$ cat config.mk
export PLATFORM = sky130hd
export DESIGN_NAME = ecc_uop_sequencer
export DESIGN_NICKNAME = d
export VERILOG_FILES = /design/src/rtl/ecc_uop_seq_pkg.sv /design/src/rtl/ecc_uop_watchdog.sv /design/src/rtl/ecc_uop_sequencer.sv
export SDC_FILE = /design/constraint.sdc
export NUM_CORES = 1
export LEC_CHECK = 0
export BUFFER_PORTS_ARGS = -buffer_cell sky130_fd_sc_hd__buf_4
export CORE_MARGIN = 3
export CORE_UTILIZATION = 30
export CTS_BUF_LIST = sky130_fd_sc_hd__clkbuf_4 sky130_fd_sc_hd__clkbuf_8
export DETAILED_ROUTE_END_ITERATION = 10
export SYNTH_ARGS = -nofsm -noshare
export SYNTH_HDL_FRONTEND = slang
export SYNTH_HIERARCHICAL = 1
export SYNTH_SLANG_ARGS = --single-unit
$ cat constraint.sdc
create_clock -name clk -period 2.3 [get_ports clk]
set_input_delay 0.575 -clock clk [delete_from_list [all_inputs] [get_ports clk]]
set_output_delay 0.575 -clock clk [all_outputs]
set_load 0.02 [all_outputs]
$ cat src/rtl/ecc_uop_seq_pkg.sv
// Shared definitions for the ECC micro-op sequencer.
//   - seq_state_e    : sequencer FSM states
//   - uop_opcode_t   : {op_sel, wr_en, rd_en, pm_cmd, hmac_drbg_en, sca_en}
//   - uop_instr_t    : {opcode, reg_id, mem_addr}, mem_addr in the LSBs
//   - is_engine_op() : micro-ops that stall until the engine reports completion
//   - DEF_SUB_START / DEF_SUB_END : default dispatch table, subroutine i at bits [i*7 +: 7]
package ecc_uop_seq_pkg;

    localparam int unsigned PKG_PROG_ADDR_W = 7;
    localparam int unsigned PKG_OPR_ADDR_W  = 6;
    localparam int unsigned PKG_PM_CMD_W    = 4;
    localparam int unsigned PKG_NUM_SUB     = 8;

    typedef enum logic [2:0] {
        StIdle,
        StFetch,
        StIssue,
        StWait,
        StFinish
    } seq_state_e;

    typedef struct packed {
        logic                    op_sel;
        logic                    wr_en;
        logic                    rd_en;
        logic [PKG_PM_CMD_W-1:0] pm_cmd;
        logic                    hmac_drbg_en;
        logic                    sca_en;
    } uop_opcode_t;

    typedef struct packed {
        uop_opcode_t               opcode;
        logic [PKG_OPR_ADDR_W-1:0] reg_id;
        logic [PKG_OPR_ADDR_W-1:0] mem_addr;
    } uop_instr_t;

    // pm_nz is the OR-reduction of pm_cmd so the function works for any PM_CMD_W.
    function automatic logic is_engine_op(input logic pm_nz, input logic hmac_drbg_en,
                                           input logic sca_en);
        return pm_nz | hmac_drbg_en | sca_en;
    endfunction

    localparam logic [PKG_NUM_SUB*PKG_PROG_ADDR_W-1:0] DEF_SUB_START =
        {7'd91, 7'd61, 7'd41, 7'd31, 7'd21, 7'd17, 7'd14, 7'd0};
    localparam logic [PKG_NUM_SUB*PKG_PROG_ADDR_W-1:0] DEF_SUB_END =
        {7'd127, 7'd90, 7'd60, 7'd40, 7'd30, 7'd20, 7'd16, 7'd13};

endpackage

$ cat src/rtl/ecc_uop_watchdog.sv
// Engine-wait watchdog. Counts enabled cycles since the last clear and flags
// expiry on the LIMIT-th enabled cycle.
// Ports:
//   clk, reset : clock, synchronous active-high reset
//   clear      : restart the count (held while the micro-op is being issued)
//   enable     : count this cycle
//   expired    : LIMIT enabled cycles elapsed since clear
module ecc_uop_watchdog #(
    parameter int unsigned LIMIT = 4096
) (
    input  logic clk,
    input  logic reset,
    input  logic clear,
    input  logic enable,
    output logic expired
);

    localparam int unsigned CNT_W = $clog2(LIMIT + 1);

    logic [CNT_W-1:0] cnt_q;

    always_ff @(posedge clk) begin
        if (reset || clear) begin
            cnt_q <= '0;
        end else if (enable && !expired) begin
            cnt_q <= cnt_q + 1'b1;
        end
    end

    // Combinational so the FSM leaves WAIT on exactly the LIMIT-th cycle.
    assign expired = enable && (cnt_q == CNT_W'(LIMIT - 1));

endmodule

$ cat src/rtl/ecc_uop_sequencer.sv
// ECC micro-op sequencer: runs one subroutine of the micro-op ROM per command,
// issuing each instruction as a one-cycle uop_valid pulse and stalling on
// engine micro-ops (point-multiply, HMAC-DRBG, SCA) until engine_done.
// Optional feature: define ECC_UOP_TIMEOUT_EN to bound WAIT by TIMEOUT_CYC cycles.
// Ports:
//   clk, reset                  : clock, synchronous active-high reset
//   cmd_valid/cmd_ready/cmd_sel : subroutine request handshake
//   sub_start/sub_end           : dispatch table, subroutine i at [i*PROG_ADDR_W +: PROG_ADDR_W]
//   prog_addr/prog_instr        : program ROM port, 1-cycle read latency
//   uop_*                       : issued micro-op
//   engine_done, abort          : engine completion pulse, subroutine abort
//   busy, done, error           : status
module ecc_uop_sequencer
    import ecc_uop_seq_pkg::*;
#(
    parameter int unsigned PROG_ADDR_W = 7,
    parameter int unsigned OPR_ADDR_W  = 6,
    parameter int unsigned PM_CMD_W    = 4,
    parameter int unsigned NUM_SUB     = 8,
    parameter int unsigned SUB_W       = 3,
    parameter int unsigned TIMEOUT_CYC = 4096
) (
    input  logic                             clk,
    input  logic                             reset,
    input  logic                             cmd_valid,
    output logic                             cmd_ready,
    input  logic [SUB_W-1:0]                 cmd_sel,
    input  logic [NUM_SUB*PROG_ADDR_W-1:0]   sub_start,
    input  logic [NUM_SUB*PROG_ADDR_W-1:0]   sub_end,
    output logic [PROG_ADDR_W-1:0]           prog_addr,
    input  logic [5+PM_CMD_W+2*OPR_ADDR_W-1:0] prog_instr,
    output logic                             uop_valid,
    output logic [5+PM_CMD_W-1:0]            uop_opcode,
    output logic [OPR_ADDR_W-1:0]            uop_reg_id,
    output logic [OPR_ADDR_W-1:0]            uop_mem_addr,
    input  logic                             engine_done,
    input  logic                             abort,
    output logic                             busy,
    output logic                             done,
    output logic                             error
);

    localparam int unsigned OPC_W   = 5 + PM_CMD_W;
    localparam int unsigned INSTR_W = OPC_W + 2 * OPR_ADDR_W;

    seq_state_e             state_q;
    logic [PROG_ADDR_W-1:0] pc_q, end_q;
    logic                   uop_valid_q, done_q, error_q;
    logic [OPC_W-1:0]       opcode_q;
    logic [OPR_ADDR_W-1:0]  reg_id_q, mem_addr_q;

    // Dispatch table lookup; sel_ok is low for indices past the table.
    logic                   sel_ok;
    logic [PROG_ADDR_W-1:0] start_sel, end_sel;

    always_comb begin
        sel_ok    = 1'b0;
        start_sel = '0;
        end_sel   = '0;
        for (int i = 0; i < int'(NUM_SUB); i++) begin
            if (cmd_sel == SUB_W'(i)) begin
                sel_ok    = 1'b1;
                start_sel = sub_start[i*PROG_ADDR_W +: PROG_ADDR_W];
                end_sel   = sub_end[i*PROG_ADDR_W +: PROG_ADDR_W];
            end
        end
    end

    logic [OPC_W-1:0]      instr_opcode;
    logic [OPR_ADDR_W-1:0] instr_reg_id, instr_mem_addr;
    logic                  instr_engine;

    assign instr_opcode   = prog_instr[INSTR_W-1 -: OPC_W];
    assign instr_reg_id   = prog_instr[2*OPR_ADDR_W-1 -: OPR_ADDR_W];
    assign instr_mem_addr = prog_instr[OPR_ADDR_W-1:0];
    // Opcode LSBs: sca_en, hmac_drbg_en, then pm_cmd.
    assign instr_engine   = is_engine_op(|instr_opcode[PM_CMD_W+1:2], instr_opcode[1],
                                         instr_opcode[0]);

    logic wd_expired;

`ifdef ECC_UOP_TIMEOUT_EN
    ecc_uop_watchdog #(
        .LIMIT (TIMEOUT_CYC)
    ) u_watchdog (
        .clk     (clk),
        .reset   (reset),
        .clear   (state_q == StIssue),
        .enable  (state_q == StWait),
        .expired (wd_expired)
    );
`else
    logic unused_timeout;
    assign unused_timeout = ^TIMEOUT_CYC;
    assign wd_expired     = 1'b0;
`endif

    always_ff @(posedge clk) begin
        if (reset) begin
            state_q     <= StIdle;
            pc_q        <= '0;
            end_q       <= '0;
            uop_valid_q <= 1'b0;
            opcode_q    <= '0;
            reg_id_q    <= '0;
            mem_addr_q  <= '0;
            done_q      <= 1'b0;
            error_q     <= 1'b0;
        end else begin
            uop_valid_q <= 1'b0;
            done_q      <= 1'b0;
            error_q     <= 1'b0;
            if (state_q != StIdle && abort) begin
                // Abort wins over engine_done and suppresses any pending done.
                state_q <= StIdle;
                error_q <= 1'b1;
            end else begin
                unique case (state_q)
                    StIdle: begin
                        if (cmd_valid) begin
                            if (sel_ok) begin
                                pc_q    <= start_sel;
                                end_q   <= end_sel;
                                state_q <= StFetch;
                            end else begin
                                error_q <= 1'b1;
                            end
                        end
                    end
                    StFetch: state_q <= StIssue;
                    StIssue: begin
                        uop_valid_q <= 1'b1;
                        opcode_q    <= instr_opcode;
                        reg_id_q    <= instr_reg_id;
                        mem_addr_q  <= instr_mem_addr;
                        if (instr_engine) begin
                            state_q <= StWait;
                        end else if (pc_q == end_q) begin
                            state_q <= StFinish;
                        end else begin
                            pc_q    <= pc_q + 1'b1;
                            state_q <= StFetch;
                        end
                    end
                    StWait: begin
                        if (wd_expired) begin
                            state_q <= StIdle;
                            error_q <= 1'b1;
                        end else if (engine_done) begin
                            if (pc_q == end_q) begin
                                state_q <= StFinish;
                            end else begin
                                pc_q    <= pc_q + 1'b1;
                                state_q <= StFetch;
                            end
                        end
                    end
                    StFinish: begin
                        done_q  <= 1'b1;
                        state_q <= StIdle;
                    end
                    default: state_q <= StIdle;
                endcase
            end
        end
    end

    assign cmd_ready    = (state_q == StIdle) && !reset;
    assign busy         = (state_q != StIdle);
    assign prog_addr    = pc_q;
    assign uop_valid    = uop_valid_q;
    assign uop_opcode   = opcode_q;
    assign uop_reg_id   = reg_id_q;
    assign uop_mem_addr = mem_addr_q;
    assign done         = done_q;
    assign error        = error_q;

endmodule
==> results of run 1 <==
-- sequential cells by signal, indices dropped and copies added, names as in the netlist --
signal and flops:
prog_addr 7, uop_valid 1, state_q 3, error 1
done 1, uop_mem_addr 6, end_q 7, uop_reg_id 6
uop_opcode 9
-- worst reg2reg max path, stage by stage, from the launching register on --
cell	delay, ns
sky130_fd_sc_hd__dfxtp_1	0.47
sky130_fd_sc_hd__xor2_1	0.11
sky130_fd_sc_hd__nor3_1	0.47
sky130_fd_sc_hd__and3_1	0.43
sky130_fd_sc_hd__o21ai_0	0.15
sky130_fd_sc_hd__a21oi_1	0.15
-- where the power goes --
part / switching (mW) / internal (mW)
Clock: 0.264 / 0.353
Combinational: 0.336 / 0.369
Sequential: 0.0568 / 0.759
-- cells by family (layout without fill, tap and decap cells) --
| group | count (synthesis) | in the layout |
|---|---|---|
| compound gates | 118 | 118 |
| fa+ha+maj | 1 | 1 |
| xor+xnor | 8 | 8 |
| mux | 23 | 23 |
| flops | 41 | 41 |
| buf+inv | 32 | 193 |
| simple gates | 123 | 123 |
-- cell usage in the layout, fill, tap and decap left out, types with 2 or more instances in the layout --
cell type / n
sky130_fd_sc_hd__mux2i_1: 15
sky130_fd_sc_hd__nand4_1: 2
sky130_fd_sc_hd__o31ai_1: 4
sky130_fd_sc_hd__inv_1: 2
sky130_fd_sc_hd__o311ai_1: 2
sky130_fd_sc_hd__o21ai_1: 3
sky130_fd_sc_hd__o21ai_0: 30
sky130_fd_sc_hd__a22oi_1: 7
sky130_fd_sc_hd__nand3b_1: 5
sky130_fd_sc_hd__nand2b_1: 3
sky130_fd_sc_hd__o211ai_1: 3
sky130_fd_sc_hd__nor2b_1: 2
sky130_fd_sc_hd__nand2_1: 62
sky130_fd_sc_hd__and3_1: 3
sky130_fd_sc_hd__mux2_2: 2
sky130_fd_sc_hd__a211oi_1: 2
sky130_fd_sc_hd__nand3_1: 13
sky130_fd_sc_hd__buf_4: 182
sky130_fd_sc_hd__mux4_2: 5
sky130_fd_sc_hd__nor2_2: 2
sky130_fd_sc_hd__o2bb2ai_1: 14
sky130_fd_sc_hd__or3_1: 2
sky130_fd_sc_hd__o22ai_1: 4
sky130_fd_sc_hd__clkbuf_8: 6
sky130_fd_sc_hd__dfxtp_1: 41
sky130_fd_sc_hd__nor3_1: 4
sky130_fd_sc_hd__a21oi_1: 36
sky130_fd_sc_hd__nor2_1: 18
sky130_fd_sc_hd__xor2_1: 8
sky130_fd_sc_hd__a2bb2oi_1: 2
-- layer usage --
metal	track usage	up-vias
li1	-	1587
met1	0.221	1441
met2	0.342	93
met3	0.0388	18
met4	0.0663	0
met5	0	-
-- path summary, 6_finish.rpt --
check	end	slack [ns]	cells past startpoint	start
max	cmd_ready	0.26	3	state_q[0]$_SDFFE_PP0P_
min	uop_reg_id[3]$_SDFFE_PP0P_	0.46	2	uop_reg_id[3]$_SDFFE_PP0P_
min reg2reg	uop_reg_id[3]$_SDFFE_PP0P_	0.46	2	uop_reg_id[3]$_SDFFE_PP0P_
max reg2reg	prog_addr[1]$_SDFFE_PP0P_	0.46	5	prog_addr[4]$_SDFFE_PP0P_
-- per-stage QoR --
step	setup slack, ns	power [mW]	hold WS, ns	instances	utilization
global placement	0.260	1.54	0.443	604	0.479
global route	0.183	2.26	0.482	612	0.493
detailed placement	0.227	1.54	0.447	604	0.479
floorplan	0.497	1.21	0.457	346	-
finish	0.262	2.14	0.457	612	0.493
CTS	0.259	2.17	0.459	612	0.493
-- layout make-up --
class                           instances  area, um2
Inverter                                2       7.51
Timing Repair Buffer                  183       1390
Tap cell                              105        131
Clock buffer                            6       82.6
Clock inverter                          2       37.5
Multi-Input combinational cell        273       1710
Fill cell                             835       4290
Sequential cell                        41        821
==> out/metrics.yaml, run 1 <==
route:
  first_iter_violations: 154
  drt-wirelength-per-cell_um: 16.2
  met1_layer_wirelength_in_the_final_routing_mm: 3.87
  vias_per_cell: 5.13
  via_count: 3139
  drt_first_pass_iters: 6
  routed_wl_mm: 9.93
  top_layer_used: "met4"
  detailroute.wirelength.met3_um: 503
  route.detailed.drc: 0
  wl_met2_mm: 5.29
  antenna_violating_nets_post_route: 0
timing:
  final.setup.tns_ns: 0
  final.period_utilization: 0.886
  timing.slew.headroom: 0.506
  fmax_mhz: 491
  setup_viol_count_final: 0
  timing_worst_slew_pin_value_ns: 0.740
  hold_violations: 0
  grt_setup_unrepaired: "false"
  final_max_slew_viol_count: 0
  period_needed_ns: 2.04
  fin_skew_ns: 0.00431
synthesis:
  post_synth_xor_area_fraction: 0.0261
  yosys_warnings: 6
  synth.top_cells.by_count: "sky130_fd_sc_hd__nand2_1, sky130_fd_sc_hd__dfxtp_1, sky130_fd_sc_hd__a21oi_1"
  synth-simple-area-share: 0.214
  post_synth_fa_ha_maj_area_fraction: 0.00466
  yosys.area.top_type: "sky130_fd_sc_hd__dfxtp_1"
  syn-num-nets: 488
  synthMuxAreaShare: 0.110
  yosys_register_bits: 41
  ys_dominant_reg_cell: "sky130_fd_sc_hd__dfxtp_1"
  syn_area_per_cell_um2: 7.76
  synthDominantCellAreaShare: 0.306
  postSynthCellCount: 346
  synth.most_common_cell: "sky130_fd_sc_hd__nand2_1"
  synth_sequential_area_ratio: 0.306
  synth-edff-count: 0
  synth_cell_type_count: 51
  synth_top_family_by_area: "compound AO/OA/AOI/OAI gates"
  synth_compound_area_frac: 0.278
  postSynth.asyncResetShare: 0
  syn-cell-area_um2: 2690
  ys_top_cells_by_area: "sky130_fd_sc_hd__dfxtp_1, sky130_fd_sc_hd__nand2_1, sky130_fd_sc_hd__a21oi_1, sky130_fd_sc_hd__mux2i_1, sky130_fd_sc_hd__o21ai_0"
global_route:
  first_pass_grt_wire_length_mm: 15.3
  grt_start_max_net_pins: 31
  via_count_of_the_first_global_routing_pass: 3166
  globalRouteOverflowTotal: 0
  grt_util_all_layers: 0.190
  antenna_violations_before_repair: 0
place:
  place_hpwl_mm: 8.12
  finalWeightedCongestion: 0.818
  port-buffer-count: 173
  dpl-instance-area_um2: 4050
clock_network:
  clock_tree.root_cell: "sky130_fd_sc_hd__clkbuf_8"
  htree_num_levels: 2
  cts.repair_timing.setup_buffer_count: 0
  numCtsBuffers: 5
  count_of_clock_tree_sinks: 41
  tritoncts: "built"
  clk_transition_reported_paths_ns: 0.08
  ctsLongestPathBuffers: 2
  post_cts_hold_buffer_count: 0
  cells_resized_by_post_cts_repair: 0
  clock_latency_ns: 0.30
critical_path:
  cp.required_ns: 1.73
  critical_path.top_delay_family: "simple AND/OR/NAND/NOR gates"
  slowest_delay_ns: 0.48
  critPathLaunchType: "flip-flop"
  cell_breakdown_of_the_critical_path: "or3_1 -> nor2_1 -> buf_4"
  worst-endpoint-arrival_ns: 1.46
  cpMaxStageDelayCell: "sky130_fd_sc_hd__or3_1"
  crit_path_max_fanout: 13
  worst_setup_path_type: "flip-flop to output port"
  worstSetupEndpointType: "output port"
  critical_path_buf_inv_count: 1
finish:
  num-nets-final: 648
  drive_above_1_share: 0.400
  n_antenna_cell: 0
  stdcell_area_um2: 4170
  area_delta_synth_final_pct: 55.3
flow_run:
  drv.max_cap_violation_count: 0
die:
  die_area_um2: 10100
  placementRows: 33
  design.core.area_um2: 8460
  num_io_pins: 174
  initial_core_util: 0.317
  die_h_um: 101
  die_x_um: 101
worst_hold_path:
  min_path_type: "flip-flop to flip-flop"
status:
  run_status: "finished clean"
pwr:
  power_leakage_nw: 1.87
  worst_ir_drop_vdd_mv: 0.252
  p_per_cell_area_nw_per_um2: 513
Power figures use the tool's default switching activity.
==> run 2, diff against run 1 <==
--- a/config.mk
+++ b/config.mk
@@ -6,4 +6,5 @@
 export NUM_CORES = 1
 export LEC_CHECK = 0
+export ABC_CLOCK_PERIOD_IN_PS = 2300
 export BUFFER_PORTS_ARGS = -buffer_cell sky130_fd_sc_hd__buf_4
 export CORE_MARGIN = 3
==> constraint.sdc (replaced) <==
create_clock -name clk -period 2.3 [get_ports clk]
set_input_delay 0.46 -clock clk [delete_from_list [all_inputs] [get_ports clk]]
set_output_delay 0.46 -clock clk [all_outputs]
set_load 0.02 [all_outputs]
==> run 2 against run 1 <==
Critical path depth unchanged. Setup slack improved by 0.11 ns. Highest routed layer unchanged. Flip-flop and latch count unchanged.
==> out/metrics.yaml, run 2 (synthesized netlist as in run 1, its figures left out) <==
timing:
  setup_viol_count_final: 0  # unchanged
  final.setup.tns_ns: 0  # unchanged
  grt_setup_unrepaired: "false"
  post_route_worst_setup_slack_ns: 0.370  # +0.108 ns
  timing_worst_slew_pin_value_ns: 0.762  # +0.0219 ns
  hold_slack_ns: 0.391  # -0.0658 ns
  final.period_utilization: 0.839  # -0.0469
  fin_skew_ns: 0.00533  # +0.00102 ns
  fmax_mhz: 518  # +5.6%
  period_needed_ns: 1.93  # -0.108 ns
  final_max_slew_viol_count: 0  # unchanged
  timing.slew.headroom: 0.491  # -0.0146
  hold_violations: 0  # unchanged
place:
  finalWeightedCongestion: 0.846  # +3.4%
  place_hpwl_mm: 8.10  # -0.26%
  port-buffer-count: 173  # unchanged
  dpl-instance-area_um2: 4010  # -1.1%
  placedCellCount: 600  # -0.66%
  place_worst_setup_slack_ns: 0.234  # +0.00707 ns
route:
  vias_per_cell: 5.14  # +0.31%
  antenna_violating_nets_post_route: 0  # unchanged
  drt_first_pass_iters: 4  # -2
  via_count: 3128  # -0.35%
  routed_wl_mm: 10.1  # +2.1%
  first_iter_violations: 142  # -7.8%
  route.detailed.drc: 0  # unchanged
  drt-wirelength-per-cell_um: 16.7  # +2.8%
clock_network:
  cts.repair_timing.setup_buffer_count: 0  # unchanged
  htree_num_levels: 2  # unchanged
  post_cts_hold_buffer_count: 0  # unchanged
  cells_resized_by_post_cts_repair: 0  # unchanged
  count_of_clock_tree_sinks: 41  # unchanged
  clk_transition_reported_paths_ns: 0.08  # about the same
  clock_latency_ns: 0.30  # about the same
  ctsLongestPathBuffers: 2  # unchanged
  tritoncts: "built"
  numCtsBuffers: 5  # unchanged
  clock_tree.root_cell: "sky130_fd_sc_hd__clkbuf_8"
global_route:
  globalRouteMet2Util: 0.340  # -0.00253
  grt_util_met3: 0.0353  # -0.00346
  via_count_of_the_first_global_routing_pass: 3131  # -1.1%
  globalRouteOverflowTotal: 0  # unchanged
  global_route_hottest_layer: "met2"
  antenna_violations_before_repair: 0  # unchanged
  grt_util_all_layers: 0.193  # +0.00326
  global_route.usage.met1: 0.234  # +0.0134
  grt_start_max_net_pins: 45  # +45%
  first_pass_grt_wire_length_mm: 15.4  # +0.72%
die:
  design.core.area_um2: 8460  # unchanged
  placementRows: 33  # unchanged
  die_area_um2: 10100  # unchanged
  die_x_um: 101  # unchanged
  initial_core_util: 0.317  # unchanged
  die_h_um: 101  # unchanged
  num_io_pins: 174  # unchanged
worst_hold_path:
  hold_path_depth: 2  # unchanged
  min_path_type: "primary input to flip-flop"
pwr:
  switching_power_mw: 0.655  # -0.32%
  power_leakage_nw: 1.84  # -1.4%
  clock_power_share: 0.258  # -0.031
  internal-power_mw: 1.40  # -5.8%
  share_comb_of_total_power: 0.345  # +0.015
  p_per_cell_area_nw_per_um2: 499  # -2.7%
  sw_share: 0.319  # +0.0121
  worst_ir_drop_vdd_mv: 0.183  # -27%
  relative_contribution_of_sequential_cells_to_total_power: 0.396  # +0.014
finish:
  final_cell_count_no_fill: 608  # -0.65%
  drive_above_1_share: 0.396  # -0.00477
  mostFrequentLayoutCells: "sky130_fd_sc_hd__buf_4, sky130_fd_sc_hd__nand2_1, sky130_fd_sc_hd__dfxtp_1"
  num-nets-final: 644  # -0.62%
  largest_register_ff_count: 9  # unchanged
  area_delta_synth_final_pct: 53.0
  layout_commonest_cell: "sky130_fd_sc_hd__buf_4"
  n_antenna_cell: 0  # unchanged
  stdcell_area_um2: 4110  # -1.5%
flow_run:
  drv.max_cap_violation_count: 0  # unchanged
critical_path:
  cp.required_ns: 1.84  # +0.11 ns
  critPathLaunchType: "flip-flop"
  crit_path_max_fanout: 13  # unchanged
  worst-endpoint-arrival_ns: 1.47  # about the same
  worstSetupEndpointType: "output port"
  worst_setup_path_type: "flip-flop to output port"
  worstRegToRegCells: 5  # unchanged
status:
  run_status: "finished clean"
-- run 2: cell count changes in the layout (fill, tap and decap cells not counted) --
cell | before | now
sky130_fd_sc_hd__bufinv_16 | 1 | 0
sky130_fd_sc_hd__clkinvlp_4 | 1 | 0
sky130_fd_sc_hd__clkinv_2 | 0 | 1
sky130_fd_sc_hd__buf_12 | 1 | 0
sky130_fd_sc_hd__buf_4 | 182 | 179
sky130_fd_sc_hd__clkbuf_8 | 6 | 7
-- run 2: path summary, 6_finish.rpt --
kind / slack, ns / to / startpoint
worst max register to register: 0.48 / prog_addr[2]$_SDFFE_PP0P_ / prog_addr[4]$_SDFFE_PP0P_
worst min register to register: 0.46 / uop_opcode[4]$_SDFFE_PP0P_ / uop_opcode[4]$_SDFFE_PP0P_
worst max-delay path: 0.37 / cmd_ready / state_q[0]$_SDFFE_PP0P_
worst min-delay path: 0.39 / state_q[1]$_SDFFE_PP0P_ / engine_done
-- run 2: cell type report --
type / count / area [um2]
Clock inverter: 1 / 5.00
Sequential cell: 41 / 821
Inverter: 2 / 7.51
Multi-Input combinational cell: 273 / 1710
Fill cell: 835 / 4350
Clock buffer: 7 / 96.3
Tap cell: 105 / 131
Timing Repair Buffer: 179 / 1340
-- run 2: power groups by stage --
stage,clock (mW),combinational [mW],sequential (mW)
5_1_grt,0.573,0.775,0.821
2_1_floorplan,0,0.354,0.852
3_3_place_gp,0,0.698,0.830
4_1_cts,0.549,0.713,0.813
6_report,0.530,0.708,0.813
3_5_place_dp,0,0.711,0.829
-- run 2: through the flow --
step                power [mW]   util
finish                    2.05  0.486
global route              2.17  0.486
CTS                       2.08  0.486
detailed placement        1.54  0.474
global placement          1.53  0.474
floorplan                 1.21      -
-- run 2: worst max-delay path, cell delays in order, from the launching register on --
cell                      delay (ns)
sky130_fd_sc_hd__dfxtp_1        0.43
sky130_fd_sc_hd__or3_1          0.48
sky130_fd_sc_hd__nor2_1         0.12
sky130_fd_sc_hd__buf_4          0.15
-- run 2: routing by layer --
metal  vias to the layer above  wire length [um]
met1                      1448              3940
met5                         -                 0
met3                        21               480
li1                       1572                 -
met4                         0               247
met2                        87              5470
